### src/rtl/qspi_pkg.sv
// Shared types and constants for the QSPI command-port arbiter.
// A command word is {op[3:0], arg[7:0]}; op 4'hF is chip-select framing.
package qspi_pkg;

  localparam int unsigned CMD_W = 12;
  localparam int unsigned OP_W  = 4;
  localparam int unsigned ARG_W = 8;

  localparam logic [OP_W-1:0] OP_DUMMY = 4'h0;
  localparam logic [OP_W-1:0] OP_WR_S  = 4'h1;
  localparam logic [OP_W-1:0] OP_RD_S  = 4'h2;
  localparam logic [OP_W-1:0] OP_WR_D  = 4'h4;
  localparam logic [OP_W-1:0] OP_RD_D  = 4'h5;
  localparam logic [OP_W-1:0] OP_WR_Q  = 4'h6;
  localparam logic [OP_W-1:0] OP_RD_Q  = 4'h7;
  localparam logic [OP_W-1:0] OP_CS    = 4'hF;

  typedef struct packed {
    logic [OP_W-1:0]  op;
    logic [ARG_W-1:0] arg;
  } cmd_t;

  localparam cmd_t CMD_IDLE = '{op: OP_DUMMY, arg: 8'hFF};
  localparam cmd_t CMD_REL  = '{op: OP_CS,    arg: 8'hFF};

  typedef enum logic [2:0] {
    IDLE  = 3'd0,
    SEL   = 3'd1,
    PASS  = 3'd2,
    REL   = 3'd3,
    DRAIN = 3'd4
  } state_t;

endpackage

### src/rtl/qspi_rr_pick.sv
// Rotating priority encoder: first asserted request at or after ptr, wrapping.
module qspi_rr_pick #(
  parameter int unsigned NREQ  = 2,
  parameter int unsigned OWN_W = 1
) (
  input  logic [NREQ-1:0]  req,
  input  logic [OWN_W-1:0] ptr,
  output logic [NREQ-1:0]  gnt,
  output logic [OWN_W-1:0] idx,
  output logic             any
);

  int unsigned      j;
  logic [OWN_W-1:0] jj;

  always_comb begin
    gnt = '0;
    idx = '0;
    any = 1'b0;
    j   = 0;
    jj  = '0;
    for (int unsigned i = 0; i < NREQ; i++) begin
      j  = (32'(ptr) + i) % NREQ;
      jj = OWN_W'(j);
      if (!any && req[jj]) begin
        any     = 1'b1;
        gnt[jj] = 1'b1;
        idx     = jj;
      end
    end
  end

endmodule

### src/rtl/qspi_cmd_arbiter.sv
// Round-robin sharer of the single QSPI engine command port; wraps each
// granted burst in CS-assert / CS-release words and holds grant until idle.
module qspi_cmd_arbiter
  import qspi_pkg::*;
#(
  parameter int unsigned NREQ  = 2,
  parameter int unsigned CS_W  = 8,
  parameter int unsigned IDX_W = 3,
  parameter int unsigned OWN_W = 1
) (
  input  logic                   PCLK,
  input  logic                   PRESET,
  input  logic [NREQ-1:0]        req_valid,
  input  logic [NREQ*CMD_W-1:0]  req_cmd,
  input  logic [NREQ-1:0]        req_last,
  input  logic [NREQ*IDX_W-1:0]  req_cs,
  output logic [NREQ-1:0]        req_ready,
  output logic [NREQ-1:0]        grant,
  output logic                   cmd_valid,
  output logic [CMD_W-1:0]       cmd_data,
  input  logic                   cmd_ready,
  input  logic                   eng_idle,
  output logic                   busy,
  output logic [OWN_W-1:0]       owner
);

  state_t           state_q, state_d;
  logic [OWN_W-1:0] owner_q, owner_d;
  logic [OWN_W-1:0] rr_ptr_q, rr_ptr_d;
  logic [IDX_W-1:0] cs_idx_q, cs_idx_d;
  logic [NREQ-1:0]  grant_q, grant_d;
  logic             busy_q, busy_d;
  logic             drain_wait_q, drain_wait_d;

  logic [CMD_W-1:0] cmd_arr [NREQ];
  logic [IDX_W-1:0] cs_arr  [NREQ];

  for (genvar i = 0; i < NREQ; i++) begin : g_unpack
    assign cmd_arr[i] = req_cmd[CMD_W*i +: CMD_W];
    assign cs_arr[i]  = req_cs[IDX_W*i +: IDX_W];
  end

  logic [NREQ-1:0]  pick_gnt;
  logic [OWN_W-1:0] pick_idx;
  logic             pick_any;

  qspi_rr_pick #(
    .NREQ  (NREQ),
    .OWN_W (OWN_W)
  ) u_pick (
    .req (req_valid),
    .ptr (rr_ptr_q),
    .gnt (pick_gnt),
    .idx (pick_idx),
    .any (pick_any)
  );

  cmd_t            own_word;
  cmd_t            sel_word;
  logic            own_valid;
  logic            own_last;
  logic            own_blocked;
  logic            own_accept;
  logic [CS_W-1:0] cs_mask;

  assign own_word    = cmd_t'(cmd_arr[owner_q]);
  assign own_valid   = req_valid[owner_q];
  assign own_last    = req_last[owner_q];
  // Requesters may not frame CS themselves; such words are swallowed.
  assign own_blocked = own_valid && (own_word.op == OP_CS);
  assign cs_mask     = ~(CS_W'(1) << cs_idx_q);
  assign sel_word    = '{op: OP_CS, arg: ARG_W'(cs_mask)};

  always_comb begin
    state_d      = state_q;
    owner_d      = owner_q;
    rr_ptr_d     = rr_ptr_q;
    cs_idx_d     = cs_idx_q;
    grant_d      = grant_q;
    drain_wait_d = 1'b0;
    cmd_valid    = 1'b0;
    cmd_data     = CMD_IDLE;
    req_ready    = '0;
    own_accept   = 1'b0;

    case (state_q)
      IDLE: begin
        if (pick_any) begin
          owner_d  = pick_idx;
          cs_idx_d = cs_arr[pick_idx];
          grant_d  = pick_gnt;
          state_d  = SEL;
        end
      end
      SEL: begin
        cmd_valid = 1'b1;
        cmd_data  = sel_word;
        if (cmd_ready) state_d = PASS;
      end
      PASS: begin
        cmd_data           = own_word;
        cmd_valid          = own_valid && !own_blocked;
        req_ready[owner_q] = own_blocked ? 1'b1 : cmd_ready;
        own_accept         = own_valid && (own_blocked || cmd_ready);
        if (own_accept && own_last) state_d = REL;
      end
      REL: begin
        cmd_valid = 1'b1;
        cmd_data  = CMD_REL;
        if (cmd_ready) begin
          drain_wait_d = 1'b1;
          state_d      = DRAIN;
        end
      end
      DRAIN: begin
        // First DRAIN cycle ignores a possibly stale idle from before REL.
        if (!drain_wait_q && eng_idle) begin
          grant_d  = '0;
          rr_ptr_d = OWN_W'((32'(owner_q) + 32'd1) % NREQ);
          state_d  = IDLE;
        end
      end
      default: begin
        state_d = IDLE;
        grant_d = '0;
      end
    endcase

    busy_d = (state_d != IDLE);
  end

  always_ff @(posedge PCLK or posedge PRESET) begin
    if (PRESET) begin
      state_q      <= IDLE;
      owner_q      <= '0;
      rr_ptr_q     <= '0;
      cs_idx_q     <= '0;
      grant_q      <= '0;
      busy_q       <= 1'b0;
      drain_wait_q <= 1'b0;
    end else begin
      state_q      <= state_d;
      owner_q      <= owner_d;
      rr_ptr_q     <= rr_ptr_d;
      cs_idx_q     <= cs_idx_d;
      grant_q      <= grant_d;
      busy_q       <= busy_d;
      drain_wait_q <= drain_wait_d;
    end
  end

  assign grant = grant_q;
  assign busy  = busy_q;
  assign owner = owner_q;

endmodule
### config.mk
export PLATFORM = sky130hd
export DESIGN_NAME = qspi_cmd_arbiter
export DESIGN_NICKNAME = d
export VERILOG_FILES = /design/src/rtl/qspi_pkg.sv /design/src/rtl/qspi_rr_pick.sv /design/src/rtl/qspi_cmd_arbiter.sv
export SDC_FILE = /design/constraint.sdc
export NUM_CORES = 1
export LEC_CHECK = 0
export BUFFER_PORTS_ARGS = -buffer_cell sky130_fd_sc_hd__buf_2
export CAP_MARGIN = 30
export CORE_MARGIN = 1
export CORE_UTILIZATION = 44
export CTS_CLUSTER_DIAMETER = 200
export DETAILED_ROUTE_END_ITERATION = 8
export GPL_ROUTABILITY_DRIVEN = 0
export PLACE_DENSITY = 0.89
export SLEW_MARGIN = 10
export SYNTH_ARGS = -nofsm -noshare
export SYNTH_HDL_FRONTEND = slang
export SYNTH_SLANG_ARGS = --single-unit
### constraint.sdc
create_clock -name PCLK -period 1.6 [get_ports PCLK]
set_clock_uncertainty 0.1 [all_clocks]
set_input_delay 0.08 -clock PCLK [delete_from_list [all_inputs] [get_ports PCLK]]
set_output_delay 0.08 -clock PCLK [all_outputs]
set_load 0.01 [all_outputs]
### After elaboration in Yosys (flattened, before gate mapping)

Cells that the tools add are included.

| word-level totals | value |
|---|---|
| register bits | 12 |
| word-level logic and storage cells | 92 |
| bits of input ports | 38 |
| output and inout port bits | 19 |

| cells by class | value |
|---|---|
| eq/ne operators | 7 |
| muxes and demuxes | 41 |
| bitwise logic cells | 6 |
| reduce and logical (&&, ||, !) cells | 20 |
| add/sub/neg operators | 2 |
| shifts and indexed selects | 1 |
| order comparisons | 8 |

Operators with widths:

| cell | count |
|---|---|
| $mux W12 | 3 |
| $pmux W12 S3 | 1 |
| $mux W3 | 8 |
| $mux W1 | 18 |
| $pmux W3 S5 | 1 |
| $mux W2 | 5 |
| $logic_and A1 B1 Y1 | 9 |
| $not A8 Y8 | 1 |
| $shl A1 B3 Y8 const A | 1 |
| $eq A3 B2 Y1 const B | 2 |
| $lt A1 B2 Y1 const B | 3 |
| $pmux W2 S3 | 1 |
| $eq A4 B4 Y1 const B | 1 |
| $ge A2 B2 Y1 const B | 2 |
| $ne A2 B2 Y1 const B | 2 |
| $not A1 Y2 | 2 |
| $reduce_and A2 Y1 | 2 |
| $demux W1 S1 | 3 |
| $eq A3 B1 Y1 const B | 1 |
| $eq A3 B3 Y1 const B | 1 |
| $ge A1 B1 Y1 const B | 3 |
| $logic_not A1 Y1 | 3 |
| $logic_not A3 Y1 | 1 |
| $reduce_and A3 Y1 | 1 |
| 9 further kinds | 10 |

### Longest topological paths before layout

| depth | value |
|---|---|
| depth in word-level cells | 12 |
| mapped depth | 5 |
| mapped depth without buffers | 4 |

### Hierarchy

Synthesis repeated with hierarchy kept, for this count alone.

| unflattened totals | value |
|---|---|
| cells, all modules | 119 |
| area, all modules | 1003.5 um^2 |

Modules (own cells, without submodules):

| module | cells an instance | area an instance (um^2) | times used | sequential area each (um^2) |
|---|---|---|---|---|
| qspi_cmd_arbiter | 114 | 970.9 | 1 | 300.3 |
| qspi_rr_pick | 5 | 32.5 | 1 | 0.0 |

### Worst setup path after synthesis

Ideal clock, no wire load.

| timing | value |
|---|---|
| kind | register to output |
| from | reg owner_q (netlist: owner) |
| to | out req_ready[1] |
| required time | 1.420 ns |
| path slack | 0.078 ns |
| path buffers | 1 |
| stages on the path, launching flop included | 6 |
| data arrival time | 1.342 ns |
| cells stage by stage | dfrtp_1 -> buf_4 -> nand2_1 -> nor2_2 -> a21oi_1 -> nor4b_1 |

| between the ends | value |
|---|---|
| longest elaborated chain between the ends | 9 |
| elaborated cells between the ends (all ways) | 16 |
| those cells by class | order compare: 2; eq/ne: 1; mux: 9; bitwise: 2; reduce/logical: 2 |

RTL lines:

| element | line | RTL |
|---|---|---|
| start, declared | qspi_cmd_arbiter.sv:28 | `logic [OWN_W-1:0] owner_q, owner_d;` |
| start signal, assigned | qspi_cmd_arbiter.sv:143 | `owner_q <= owner_d;` |
| $not A1 Y2 (not written as such) | qspi_cmd_arbiter.sv:66 | `assign own_word = cmd_t'(cmd_arr[owner_q]);` |
| $mux W12 (not written as such) (3 in series) | qspi_cmd_arbiter.sv:66 |  |
| $eq A4 B4 Y1 | qspi_cmd_arbiter.sv:70 | `assign own_blocked = own_valid && (own_word.op == OP_CS);` |
| $logic_and A1 B1 Y1 | qspi_cmd_arbiter.sv:70 |  |
| $mux W1 | qspi_cmd_arbiter.sv:103 | `req_ready[owner_q] = own_blocked ? 1'b1 : cmd_ready;` |
| $and A2 B2 Y2 (no line) (*) | n/a |  |
| $mux W2 (*) | qspi_cmd_arbiter.sv:86 | `case (state_q)` |
| end, declared | qspi_cmd_arbiter.sv:17 | `output logic [NREQ-1:0] req_ready,` |

Every way passes the cells marked *; elsewhere a longest branch is shown, timed or not. The select of a mux whose other input is x is not followed.

### Worst setup path in the final report

| timing | value |
|---|---|
| from | reg state_q[1] |
| to | out cmd_data[5] |

| between the ends | value |
|---|---|
| longest elaborated chain between the ends | 2 |
| elaborated cells between the ends (all ways) | 4 |
| those cells by class | eq/ne: 3; mux: 1 |

RTL lines:

| element | line | RTL |
|---|---|---|
| start, declared | qspi_cmd_arbiter.sv:27 | `state_t state_q, state_d;` |
| start signal, assigned | qspi_cmd_arbiter.sv:142 | `state_q <= state_d;` |
| $eq A3 B2 Y1 or $eq A3 B1 Y1 (tied branches) | qspi_cmd_arbiter.sv:86 |  |
| $pmux W12 S3 (*) | qspi_cmd_arbiter.sv:86 |  |
| end, declared | qspi_cmd_arbiter.sv:20 | `output logic [CMD_W-1:0] cmd_data,` |

Every way passes the cells marked *; elsewhere a longest branch is shown, timed or not.

==> results.md <==
### Run status
* status: complete, but fails checks
* failing checks: negative setup slack

### Detailed routing
* number of antenna-violating nets in the routed design: 0
* ratio of routed vias to standard cells: 5.67
* uppermost signal routing layer after detailed routing: met4
* number of design-rule violations left by the first detailed-router iteration: 58
* DRC violations left: 0
* router iterations before antenna repair: 4
* wl on met1: 1.48 mm
* routed wire length on met2: 1.98 mm
* mean routed wirelength per cell: 16.9 um
* total number of vias: 1,304
* final WL: 3.88 mm
* wire length on met3: 217 um

### Global routing
* maximum number of pins on one net before global-route repair: 13
* initial antenna violation count: 0
* vias in the first global route: 1,301
* gr usage total: 0.309
* first-pass GRT wire length: 5.82 mm
* final global-route overflow total: 0

### Clocking
* clock root buffer: sky130_fd_sc_hd__clkbuf_4
* latest clock arrival within the worst-skew pair: 280 ps
* number of sinks handled by clock tree synthesis: 12
* post-CTS clock slew at the launch and capture registers of the worst setup and hold paths: 80 ps
* clk buf depth: 2
* H-tree levels: 1
* clock tree from TritonCTS: built
* number of buffers created by CTS: 3

### Yosys
* post-synth design cell area: 1020 um^2
* number of instances in the synthesized netlist: 124
* Post-synth EDFFs: 0
* Mapped Nets: 162
* most instantiated flip-flop cell in the synthesis netlist: sky130_fd_sc_hd__dfrtp_1
* Synth cell types: 39
* ys async rst share: 1.00
* total number of yosys warnings: 0
* sequential cell area fraction in the yosys report: 0.293
* flop and latch count out of synthesis: 12
* synthesized area divided by synthesized cell count: 8.26 um^2

### Timing
* sum of negative setup slack: -1600 ps
* unrepaired setup endpoints after global routing: yes
* headroom to the max-slew limit: 0.688
* Final setup violation count: 14
* Final Critical Period: 1860 ps
* number of max-slew violations in the final report: 0
* crit share post-route: 1.17
* Final Hold Vio Count: 0
* min setup slack post-route: -264 ps
* measured slew at the worst slew-check pin: 468 ps
* max frequency: 536 MHz

### Floorplan
* die footprint: 2530 um^2
* row count: 17
* Core Region: 2210 um^2
* Die Ht: 50.3 um
* die boundary width: 50.3 um
* initial cell density of the core: 0.463
* Top Ports: 57

### Setup path
* Critical Path Max Stage Delay: 470 ps
* critical path buffer and inverter count: 1
* library cell contributing the largest single delay on the critical path: sky130_fd_sc_hd__dfrtp_2
* slack of the worst reg-to-reg path: 10 ps
* Worst setup EP type: primary output
* kind of cell with the highest combined delay on the critical path: simple AND/OR/NAND/NOR gates
* largest fanout on the critical path: 6
* ordered cell list for the critical path: nand3b_1 > nor3_1 > o21ai_1 > buf_2
* nature of the critical path startpoint: flip-flop
* type of the worst setup path: reg -> out
* arrival time of the worst setup path: 1680 ps
* required time of the worst setup path: 1420 ps

### Cells and area
* most common library cell in the layout ignoring fill and taps: sky130_fd_sc_hd__buf_2
* area delta synth->final: 64.6%
* net count of the finished layout: 241
* most used cells in the layout excluding fill and tap cells: sky130_fd_sc_hd__buf_2 (57), sky130_fd_sc_hd__nand2_1 (15), sky130_fd_sc_hd__buf_4 (14)
* cell area after layout: 1690 um^2
* antenna cell count: 0
* number of fill cells in the layout: 164
* proportion of layout cells with a drive suffix above 1: 0.559

### Power
* Pwr per Cell Area: 1780 nW/um^2
* maximum VDD drop: 0.00116 V
* leakage power total: 0.810 nW

### Worst hold path
* class of the tightest hold or removal check: in -> reg

### Place
* final HPWL from detailed placement: 2.34 mm
* count of input and output buffers: 56
* cell area reported after detailed placement: 1370 um^2

### Job
* Max Cap Viol: 0

[area by class of cell]
class,count,area (um^2),area share
clock buffer,4,36.3,0.0215
inverter,6,26.3,0.0156
multi-input combinational,100,797,0.473
sequential,12,304,0.180
tap,28,35.0,0.0208
timing repair buffer,80,488,0.289
[cells in the mapped netlist (all sizes together), types with 4 or more instances]
library cell | n | area, um^2
nor2 | 13 | 53.8
inv | 5 | 18.8
a21oi | 10 | 50.1
nor2b | 4 | 25.0
buf | 5 | 33.8
a32o | 4 | 40.0
nand3 | 4 | 20.0
nor3 | 4 | 25.0
o21ai | 5 | 28.8
mux2i | 8 | 80.1
mux2 | 6 | 67.6
dfrtp | 12 | 300
nand2b | 4 | 27.5
nand2 | 16 | 60.1
[layer usage]
| layer | track usage | vias to the layer above |
|---|---|---|
| met2 | 0.567 | 79 |
| met5 | 0 | - |
| li1 | - | 604 |
| met4 | 0.152 | 0 |
| met3 | 0.0182 | 19 |
| met1 | 0.357 | 602 |
[cell families (layout without fill, tap and decap cells)]
logic type,Yosys count,after routing,synth area share
buffers and inverters,12,90,0.0586
muxes,14,14,0.144
xor gates and xnor gates,1,1,0.00855
DFF,12,12,0.293
and+or+nand+nor,55,55,0.294
AOI/OAI and AO/OA,30,30,0.201
[registers in the layout (all words and copies together) (netlist names)]
register,cells
cs_idx_q,3
drain_wait_q,1
busy,1
state_q,3
owner,1
grant,2
rr_ptr_q,1
[power breakdown]
part / leakage, nW / internal [mW] / switching, mW
Combinational: 0.648 / 1.02 / 1.08
Clock: 0.0210 / 0.139 / 0.114
Sequential: 0.141 / 0.445 / 0.203
[worst paths after layout]
path / from / end / cells past startpoint
max: state_q[1] / cmd_data[5] / 4
min in group asynchronous: PRESET / owner / 3
min reg2reg: grant[0] / grant[0] / 1
max in group asynchronous: PRESET / state_q[1] / 3
min: req_cs[5] / cs_idx_q[2] / 3
max reg2reg: owner / state_q[0] / 7
[worst min-delay path, stage by stage]
cell	delay [ps]
sky130_fd_sc_hd__buf_2	80
sky130_fd_sc_hd__mux2i_1	50
sky130_fd_sc_hd__a21oi_1	140
[per-stage QoR]
stage	total power, mW	instances	util	worst slack [ps]	hold slack [ps]
after CTS	2.76	229	0.728	-109	3.74
after detailed placement	2.15	211	0.619	84.2	18.5
after floorplan	1.61	124	-	78.5	-155
final	3.00	230	0.762	-264	2.36
after global routing	3.18	230	0.762	-295	42.0
after global placement	2.08	211	0.619	141	2.88
[repair_timing]
item,CTS,global route
buffers inserted,10,1
cloned,1,0
gates resized for setup,25,12
pin swaps,9,4
endpoints found under the hold margin,13,0
hold buffers,3,0
setup endpoints to repair,14,17
Power figures use the tool's default switching activity.
